**src/rtl/solver_sequencer_pkg.sv**
```systemverilog
// solver_sequencer_pkg: shared types and constants for the solver run controller.
package solver_sequencer_pkg;
    localparam int ANSWER_BITS   = 48;
    localparam int ROM_ADDR_BITS = 16;
    typedef logic [ROM_ADDR_BITS-1:0] rom_addr_t;
    typedef enum logic [2:0] {
        S_IDLE,
        S_RELEASE,
        S_RUN,
        S_GAP,
        S_DONE,
        S_ERROR
    } seq_fsm_e;
    typedef enum logic [1:0] {
        ERR_NONE,
        ERR_SOLVER,
        ERR_TIMEOUT,
        ERR_ABORT
    } seq_err_e;
endpackage

```
**src/rtl/solver_sequencer_if.sv**
```systemverilog
// solver_sequencer_if: shared ROM port and solver array control/status bundle.
interface solver_sequencer_if
    import solver_sequencer_pkg::*;
#(
    parameter int NUM_SOLVERS = 2
);
    rom_addr_t                                   rom_addr;
    logic [7:0]                                  rom_data;
    logic [NUM_SOLVERS-1:0]                      solver_rst_n;
    rom_addr_t [NUM_SOLVERS-1:0]                 solver_addr;
    logic [NUM_SOLVERS-1:0]                      solver_done;
    logic [NUM_SOLVERS-1:0]                      solver_error;
    logic [NUM_SOLVERS-1:0][ANSWER_BITS-1:0]     solver_answer;
    modport master (
        output rom_addr, solver_rst_n,
        input  solver_addr, solver_done, solver_error, solver_answer
    );
    modport slave (
        input  rom_addr, rom_data, solver_rst_n,
        output solver_addr, solver_done, solver_error, solver_answer
    );
endinterface

```
**src/rtl/solver_sequencer_watchdog.sv**
```systemverilog
// solver_sequencer_watchdog: saturating run-time counter with clear, enable and expiry flag.
module solver_sequencer_watchdog #(
    parameter int TIMEOUT_CYCLES = 2**20
) (
    input  logic clk,
    input  logic rst_n,
    input  logic clear,
    input  logic enable,
    output logic expired
);
    localparam int W = $clog2(TIMEOUT_CYCLES) + 1;
    logic [W-1:0] count;
    always_ff @(posedge clk or negedge rst_n) begin
        if (!rst_n) count <= '0;
        else if (clear) count <= '0;
        else if (enable && !(&count)) count <= count + W'(1);
    end
    assign expired = count == W'(TIMEOUT_CYCLES - 1);
endmodule

```
**src/rtl/solver_sequencer.sv**
```systemverilog
// solver_sequencer: runs solvers one at a time on a shared ROM port, capturing answers under a watchdog.
module solver_sequencer
    import solver_sequencer_pkg::*;
#(
    parameter int NUM_SOLVERS    = 2,
    parameter int TIMEOUT_CYCLES = 2**20,
    parameter int CYCLE_BITS     = 32,
    localparam int IDX_BITS      = NUM_SOLVERS > 1 ? $clog2(NUM_SOLVERS) : 1
) (
    input  logic                                   clk,
    input  logic                                   rst_n,
    input  logic                                   start,
    input  logic                                   abort,
    solver_sequencer_if.master                     bus,
    output logic                                   busy,
    output logic                                   done,
    output logic                                   error,
    output logic [1:0]                             err_code,
    output logic [IDX_BITS-1:0]                    err_solver,
    output logic [NUM_SOLVERS-1:0][ANSWER_BITS-1:0] answer,
    output logic [NUM_SOLVERS-1:0][CYCLE_BITS-1:0]  cycles
);
    localparam logic [IDX_BITS-1:0] LAST = IDX_BITS'(NUM_SOLVERS - 1);
    typedef struct packed {
        seq_fsm_e                                state;
        logic [IDX_BITS-1:0]                     idx;
        logic [NUM_SOLVERS-1:0]                  rel;
        seq_err_e                                err_code;
        logic [IDX_BITS-1:0]                     err_solver;
        logic [NUM_SOLVERS-1:0][ANSWER_BITS-1:0] answer;
        logic [NUM_SOLVERS-1:0][CYCLE_BITS-1:0]  cycles;
    } seq_state_t;
    seq_state_t r, n;
    logic wd_expired;
    solver_sequencer_watchdog #(.TIMEOUT_CYCLES(TIMEOUT_CYCLES)) u_wd (
        .clk     (clk),
        .rst_n   (rst_n),
        .clear   (r.state == S_RELEASE),
        .enable  (r.state == S_RUN),
        .expired (wd_expired)
    );
    assign busy         = r.state == S_RELEASE || r.state == S_RUN || r.state == S_GAP;
    assign done         = r.state == S_DONE;
    assign error        = r.state == S_ERROR;
    assign err_code     = r.err_code;
    assign err_solver   = r.err_solver;
    assign answer       = r.answer;
    assign cycles       = r.cycles;
    assign bus.rom_addr = r.state == S_IDLE ? '0 : bus.solver_addr[r.idx];
    assign bus.solver_rst_n = r.rel;
    always_comb begin
        n = r;
        case (r.state)
            S_IDLE, S_DONE, S_ERROR: if (start) begin
                n.state      = S_RELEASE;
                n.idx        = '0;
                n.err_code   = ERR_NONE;
                n.err_solver = '0;
                n.answer     = '0;
                n.cycles     = '0;
            end
            S_RELEASE: n.state = S_RUN;
            S_RUN: begin
                n.cycles[r.idx] = &r.cycles[r.idx] ? r.cycles[r.idx] : r.cycles[r.idx] + CYCLE_BITS'(1);
                if (bus.solver_error[r.idx]) begin
                    n.state    = S_ERROR;
                    n.err_code = ERR_SOLVER;
                end else if (bus.solver_done[r.idx]) begin
                    n.answer[r.idx] = bus.solver_answer[r.idx];
                    n.state         = S_GAP;
                end else if (wd_expired) begin
                    n.state    = S_ERROR;
                    n.err_code = ERR_TIMEOUT;
                end
            end
            S_GAP: begin
                n.state = r.idx == LAST ? S_DONE : S_RELEASE;
                n.idx   = r.idx == LAST ? r.idx : r.idx + IDX_BITS'(1);
            end
            default: ;
        endcase
        // abort overrides any same-cycle capture or advance
        if (abort && busy) begin
            n.state    = S_ERROR;
            n.idx      = r.idx;
            n.err_code = ERR_ABORT;
            n.answer   = r.answer;
        end
        if (n.state == S_ERROR && r.state != S_ERROR) n.err_solver = r.idx;
        n.rel = (n.state == S_RELEASE || n.state == S_RUN) ? NUM_SOLVERS'(1) << n.idx : '0;
    end
    always_ff @(posedge clk or negedge rst_n) begin
        if (!rst_n) r <= '0;
        else r <= n;
    end
    a_one_released: assert property (@(posedge clk) disable iff (!rst_n) $onehot0(r.rel));
endmodule

```
**src/flat_wrapper.sv**
```systemverilog
// flat-port wrapper written by rule: the top's interface ports become plain ports
module solver_sequencer_flat import solver_sequencer_pkg::*;
#(
    parameter int NUM_SOLVERS    = 2,
    parameter int TIMEOUT_CYCLES = 2**20,
    parameter int CYCLE_BITS     = 32,
    localparam int IDX_BITS      = NUM_SOLVERS > 1 ? $clog2(NUM_SOLVERS) : 1
)
  (clk, rst_n, start, abort, busy, done, error, err_code, err_solver, answer, cycles, bus_rom_addr, bus_solver_rst_n, bus_solver_addr, bus_solver_done, bus_solver_error, bus_solver_answer);
  solver_sequencer_if #(.NUM_SOLVERS(NUM_SOLVERS)) bus_i ();
  input  logic clk;
  input  logic rst_n;
  input  logic start;
  input  logic abort;
  output logic busy;
  output logic done;
  output logic error;
  output logic [1:0] err_code;
  output logic [IDX_BITS-1:0] err_solver;
  output logic [NUM_SOLVERS-1:0][ANSWER_BITS-1:0] answer;
  output logic [NUM_SOLVERS-1:0][CYCLE_BITS-1:0] cycles;
  output wire logic [$bits(bus_i.rom_addr)-1:0] bus_rom_addr;
  output wire logic [$bits(bus_i.solver_rst_n)-1:0] bus_solver_rst_n;
  input wire logic [$bits(bus_i.solver_addr)-1:0] bus_solver_addr;
  input wire logic [$bits(bus_i.solver_done)-1:0] bus_solver_done;
  input wire logic [$bits(bus_i.solver_error)-1:0] bus_solver_error;
  input wire logic [$bits(bus_i.solver_answer)-1:0] bus_solver_answer;
  assign bus_rom_addr = bus_i.rom_addr;
  assign bus_solver_rst_n = bus_i.solver_rst_n;
  assign bus_i.solver_addr = bus_solver_addr;
  assign bus_i.solver_done = bus_solver_done;
  assign bus_i.solver_error = bus_solver_error;
  assign bus_i.solver_answer = bus_solver_answer;
  solver_sequencer #(.NUM_SOLVERS(NUM_SOLVERS), .TIMEOUT_CYCLES(TIMEOUT_CYCLES), .CYCLE_BITS(CYCLE_BITS)) u_core (.clk(clk), .rst_n(rst_n), .start(start), .abort(abort), .bus(bus_i), .busy(busy), .done(done), .error(error), .err_code(err_code), .err_solver(err_solver), .answer(answer), .cycles(cycles));
endmodule
```
**config.mk**
```make
export PLATFORM = sky130hd
export DESIGN_NAME = solver_sequencer_flat
export DESIGN_NICKNAME = d
export VERILOG_FILES = /design/src/rtl/solver_sequencer_pkg.sv /design/src/rtl/solver_sequencer_if.sv /design/src/rtl/solver_sequencer_watchdog.sv /design/src/rtl/solver_sequencer.sv /design/src/flat_wrapper.sv
export SDC_FILE = /design/constraint.sdc
export NUM_CORES = 1
export LEC_CHECK = 0
export ABC_AREA = 1
export BUFFER_PORTS_ARGS = -buffer_cell sky130_fd_sc_hd__buf_4
export CAP_MARGIN = 20
export CELL_PAD_IN_SITES_DETAIL_PLACEMENT = 1
export CELL_PAD_IN_SITES_GLOBAL_PLACEMENT = 1
export CORE_UTILIZATION = 35
export DETAILED_ROUTE_END_ITERATION = 10
export GPL_ROUTABILITY_DRIVEN = 0
export GPL_TIMING_DRIVEN = 0
export PLACE_DENSITY = 0.74
export SLEW_MARGIN = 20
export SYNTH_ARGS = -nofsm -noshare
export SYNTH_HDL_FRONTEND = slang
export SYNTH_SLANG_ARGS = --single-unit
```
**constraint.sdc**
```tcl
create_clock -name clk -period 4.6 [get_ports clk]
set_input_delay 0.92 -clock clk [delete_from_list [all_inputs] [get_ports clk]]
set_output_delay 0.92 -clock clk [all_outputs]
set_load 0.005 [all_outputs]
```
==> run_results.csv <==
group,metric,value,unit
clock_tree,cts_buffers,17,
sta,rsz0062_at_grt,"no",
drt,vias,11300,
drt,drt-pass1-iter-count,5,
run,max-cap-violations,0,
drt,wirelength,39900,um
sta,hold_viol,0,
synth,syn_avg_cell_area,7.23,sq um
power_and_ir_drop,p_per_area,231,nW/um^2
sta,setup_tns,0,ns
critical_path,required,3.68,ns
drt,ant_nets,0,
critical_path,critPathKind,"register to primary output",
clock_tree,hold_buffers,0,
floorplan,die_w,182,um
sta,tightest_slew,0.696,ns
power_and_ir_drop,p_comb_frac,0.111,
grt,grt_max_degree,73,
sta,finalSetupViolCount,0,
synth,yosysSeqAreaShare,0.419,
sta,fin_crit_sh,0.814,
power_and_ir_drop,vdd_drop_max,0.263,mV
power_and_ir_drop,p_sw,0.908,mW
floorplan,die_h,182,um
clock_tree,cts_tree,"yes",
finish,finalNonFillerCells,2322,
power_and_ir_drop,clockPowerShare,0.402,
critical_path,crit_path_start_kind,"register",
clock_tree,post_cts_buffers,0,
synth,ys_types,35,
placed_design,dp_hpwl,31200,um
floorplan,start_util,0.358,
finish,antenna_cells,0,
critical_path,cp.arrival,2.83,ns
clock_tree,clk_root_buffer_cell,"clkbuf_16",
drt,viasPerCell,4.85,
clock_tree,cts_resized,0,
sta,whs,0.364,ns
synth,synth_nets,1708,
floorplan,core_area,31700,sq um
drt,detail_route.iter0.violations,411,
critical_path,cp_max_fo,10,
finish,n_fill_cell,4047,
sta,slew_viol_final,0,
drt,drc,0,
floorplan,dieArea,33100,sq um
finish,fin_nets,2048,
clock_tree,h-tree-depth,4,
sta,max_freq,267,MHz
clock_tree,clkSinkCount,190,
clock_tree,clock_latency,0.45,ns
grt,grt_pass1_vias,11800,
clock_tree,clk_pin_slew,0.07,ns
synth,yosysWarnings,0,
sta,fin_skew,0.0135,ns
power_and_ir_drop,p_leak,8.47,nW
grt,antenna_found_initial,0,
finish,final_util,0.467,
finish,area_growth,30.6,%
synth,syn_inst,1570,
sta,maxSlewHeadroom,0.536,
synth,synth_area,11300,sq um
power_and_ir_drop,switching_share,0.265,
clock_tree,cts_buffer_depth,2,
placed_design,dp_slack,1.25,ns
floorplan,ioPinCount,320,
sta,post-route-min-period,3.75,ns
critical_path,crit_path_end_kind,"primary output",
finish,drive_gt1_frac,0.302,
placed_design,portBuffers,319,
status,outcome,"completed",
synth,ys_ff_latch,190,
power_and_ir_drop,p_seq_frac,0.487,
sta,fin_ws,0.854,ns
finish,regArea,4750,sq um
grt,globalRouteOverflowTotal,0,
finish,multiInputGateArea,4580,sq um
grt,grt_pass1_wl,62900,um
floorplan,num_rows,65,
placed_design,placed_cells,2293,
power_and_ir_drop,intPower,2.52,mW
drt,routedWlPerCell,17.2,um
hold_path,hold_path.class,"input pin to asynchronous set/reset pin",
grt,grt_use_total,0.244,
[placed cells by master, fill, tap and decap left out, types with 2 or more instances in the layout]
cell / netlist / layout
nand2_1: 571 / 571
buf_4: 169 / 487
dfrtp_1: 190 / 190
nand3_1: 139 / 139
inv_1: 104 / 104
o21ai_0: 102 / 102
nor2_1: 87 / 87
clkbuf_1: 37 / 38
o21ai_1: 20 / 20
nand4_1: 19 / 19
buf_2: 18 / 18
clkbuf_16: 0 / 17
a21oi_1: 16 / 16
nand2_2: 10 / 10
xnor2_1: 10 / 10
xor2_1: 10 / 10
nor3_1: 9 / 9
o21ai_2: 8 / 8
buf_6: 7 / 7
o31ai_1: 7 / 7
nor2_2: 7 / 7
inv_2: 6 / 6
buf_1: 4 / 4
clkinv_2: 0 / 4
nor2_4: 3 / 3
o22ai_1: 3 / 3
nand3b_1: 3 / 3
clkinvlp_4: 0 / 3
ha_1: 2 / 2
clkinv_4: 0 / 2
buf_16: 0 / 2
[synth_stat cells (all sizes together)]
master	instances	area share
nand3b	3	0.0020
nand3	139	0.061
inv	110	0.036
clkinv	1	0.00033
o21a	1	0.00066
buf	198	0.13
clkbuf	37	0.012
o22ai	3	0.0017
nor3b	1	0.00066
xor2	10	0.0077
xnor2	10	0.0077
o21ai	130	0.060
dfrtp	190	0.42
a22o	1	0.00077
and3	1	0.00055
a21oi	16	0.0071
nor2	97	0.036
ha	2	0.0022
nor3	9	0.0040
or2	1	0.00055
nand2	582	0.20
nand4	19	0.010
a31oi	1	0.00055
and2	1	0.00055
o31ai	7	0.0046
[metal layers]
layer / wire length, um / global-route usage / vias to the layer above
met5: 0 / 0 / -
met4: 1070 / 0.0766 / 0
met3: 1650 / 0.0485 / 52
met2: 19700 / 0.421 / 258
met1: 17500 / 0.305 / 5485
li1: - / - / 5458
[path summary, 6_finish.rpt]
path | from | end | slack (ns) | cells after the start
worst min register to register | u_core.answer[59] | u_core.answer[59] | 0.49 | 2
min in group clk | u_core.answer[59] | u_core.answer[59] | 0.49 | 2
worst min-delay path | rst_n | u_core.u_wd.count[3] | 0.36 | 1
worst max register to register | u_core.r[165] | u_core.cycles[9] | 1.69 | 14
worst max-delay path | u_core.r[165] | bus_rom_addr[9] | 0.85 | 9
max in group asynchronous | rst_n | u_core.answer[31] | 3.50 | 2
[state kept, by name, indices dropped and copies added, names as in the netlist]
| signal | count |
|---|---|
| u_core.r | 4 |
| u_core.err_code | 2 |
| u_core.err_solver | 1 |
| u_core.bus.solver_rst_n | 2 |
| u_core.cycles | 64 |
| u_core.u_wd.count | 21 |
| u_core.answer | 96 |
[power groups by stage]
stage	Combinational (mW)	Clock, mW	Sequential, mW
floorplan	0.171	0	1.70
global placement	0.366	0	1.70
finish	0.379	1.38	1.67
detailed placement	0.379	0	1.70
CTS	0.382	1.41	1.67
global route	0.421	1.47	1.67
[final cells by class]
type | count | area share
clock inverters | 10 | 0.00464
clock buffers | 19 | 0.0299
multi-input cells | 1034 | 0.309
inverters | 111 | 0.0281
well taps | 402 | 0.0339
plain buffers | 235 | 0.107
repair buffers | 321 | 0.166
flip-flops and latches | 190 | 0.321
[metrics by stage]
stage	cell area, sq um	total power [mW]
final	14800	3.43
after global routing	14800	3.56
after CTS	14800	3.46
after detailed placement	14300	2.08
after global placement	14200	2.07
after floorplan	11300	1.87
[cells by family after synthesis]
logic type / after synthesis / share of synthesized area
buffers and inverters: 346 / 0.177
and+or+nand+nor: 853 / 0.311
adders and majority gates: 2 / 0.00220
DFF: 190 / 0.419
xor gates and xnor gates: 20 / 0.0154
AOI/OAI and AO/OA: 159 / 0.0753
[worst max-delay path: stages (launching register included)]
cell and delay, ns:
dfrtp_1 0.48, inv_2 0.23, buf_2 0.31, buf_1 0.42, clkbuf_1 0.45, nand2_1 0.16
nand2_1 0.10, nand2_1 0.05, inv_1 0.07, buf_4 0.10
Power figures use the tool's default switching activity.
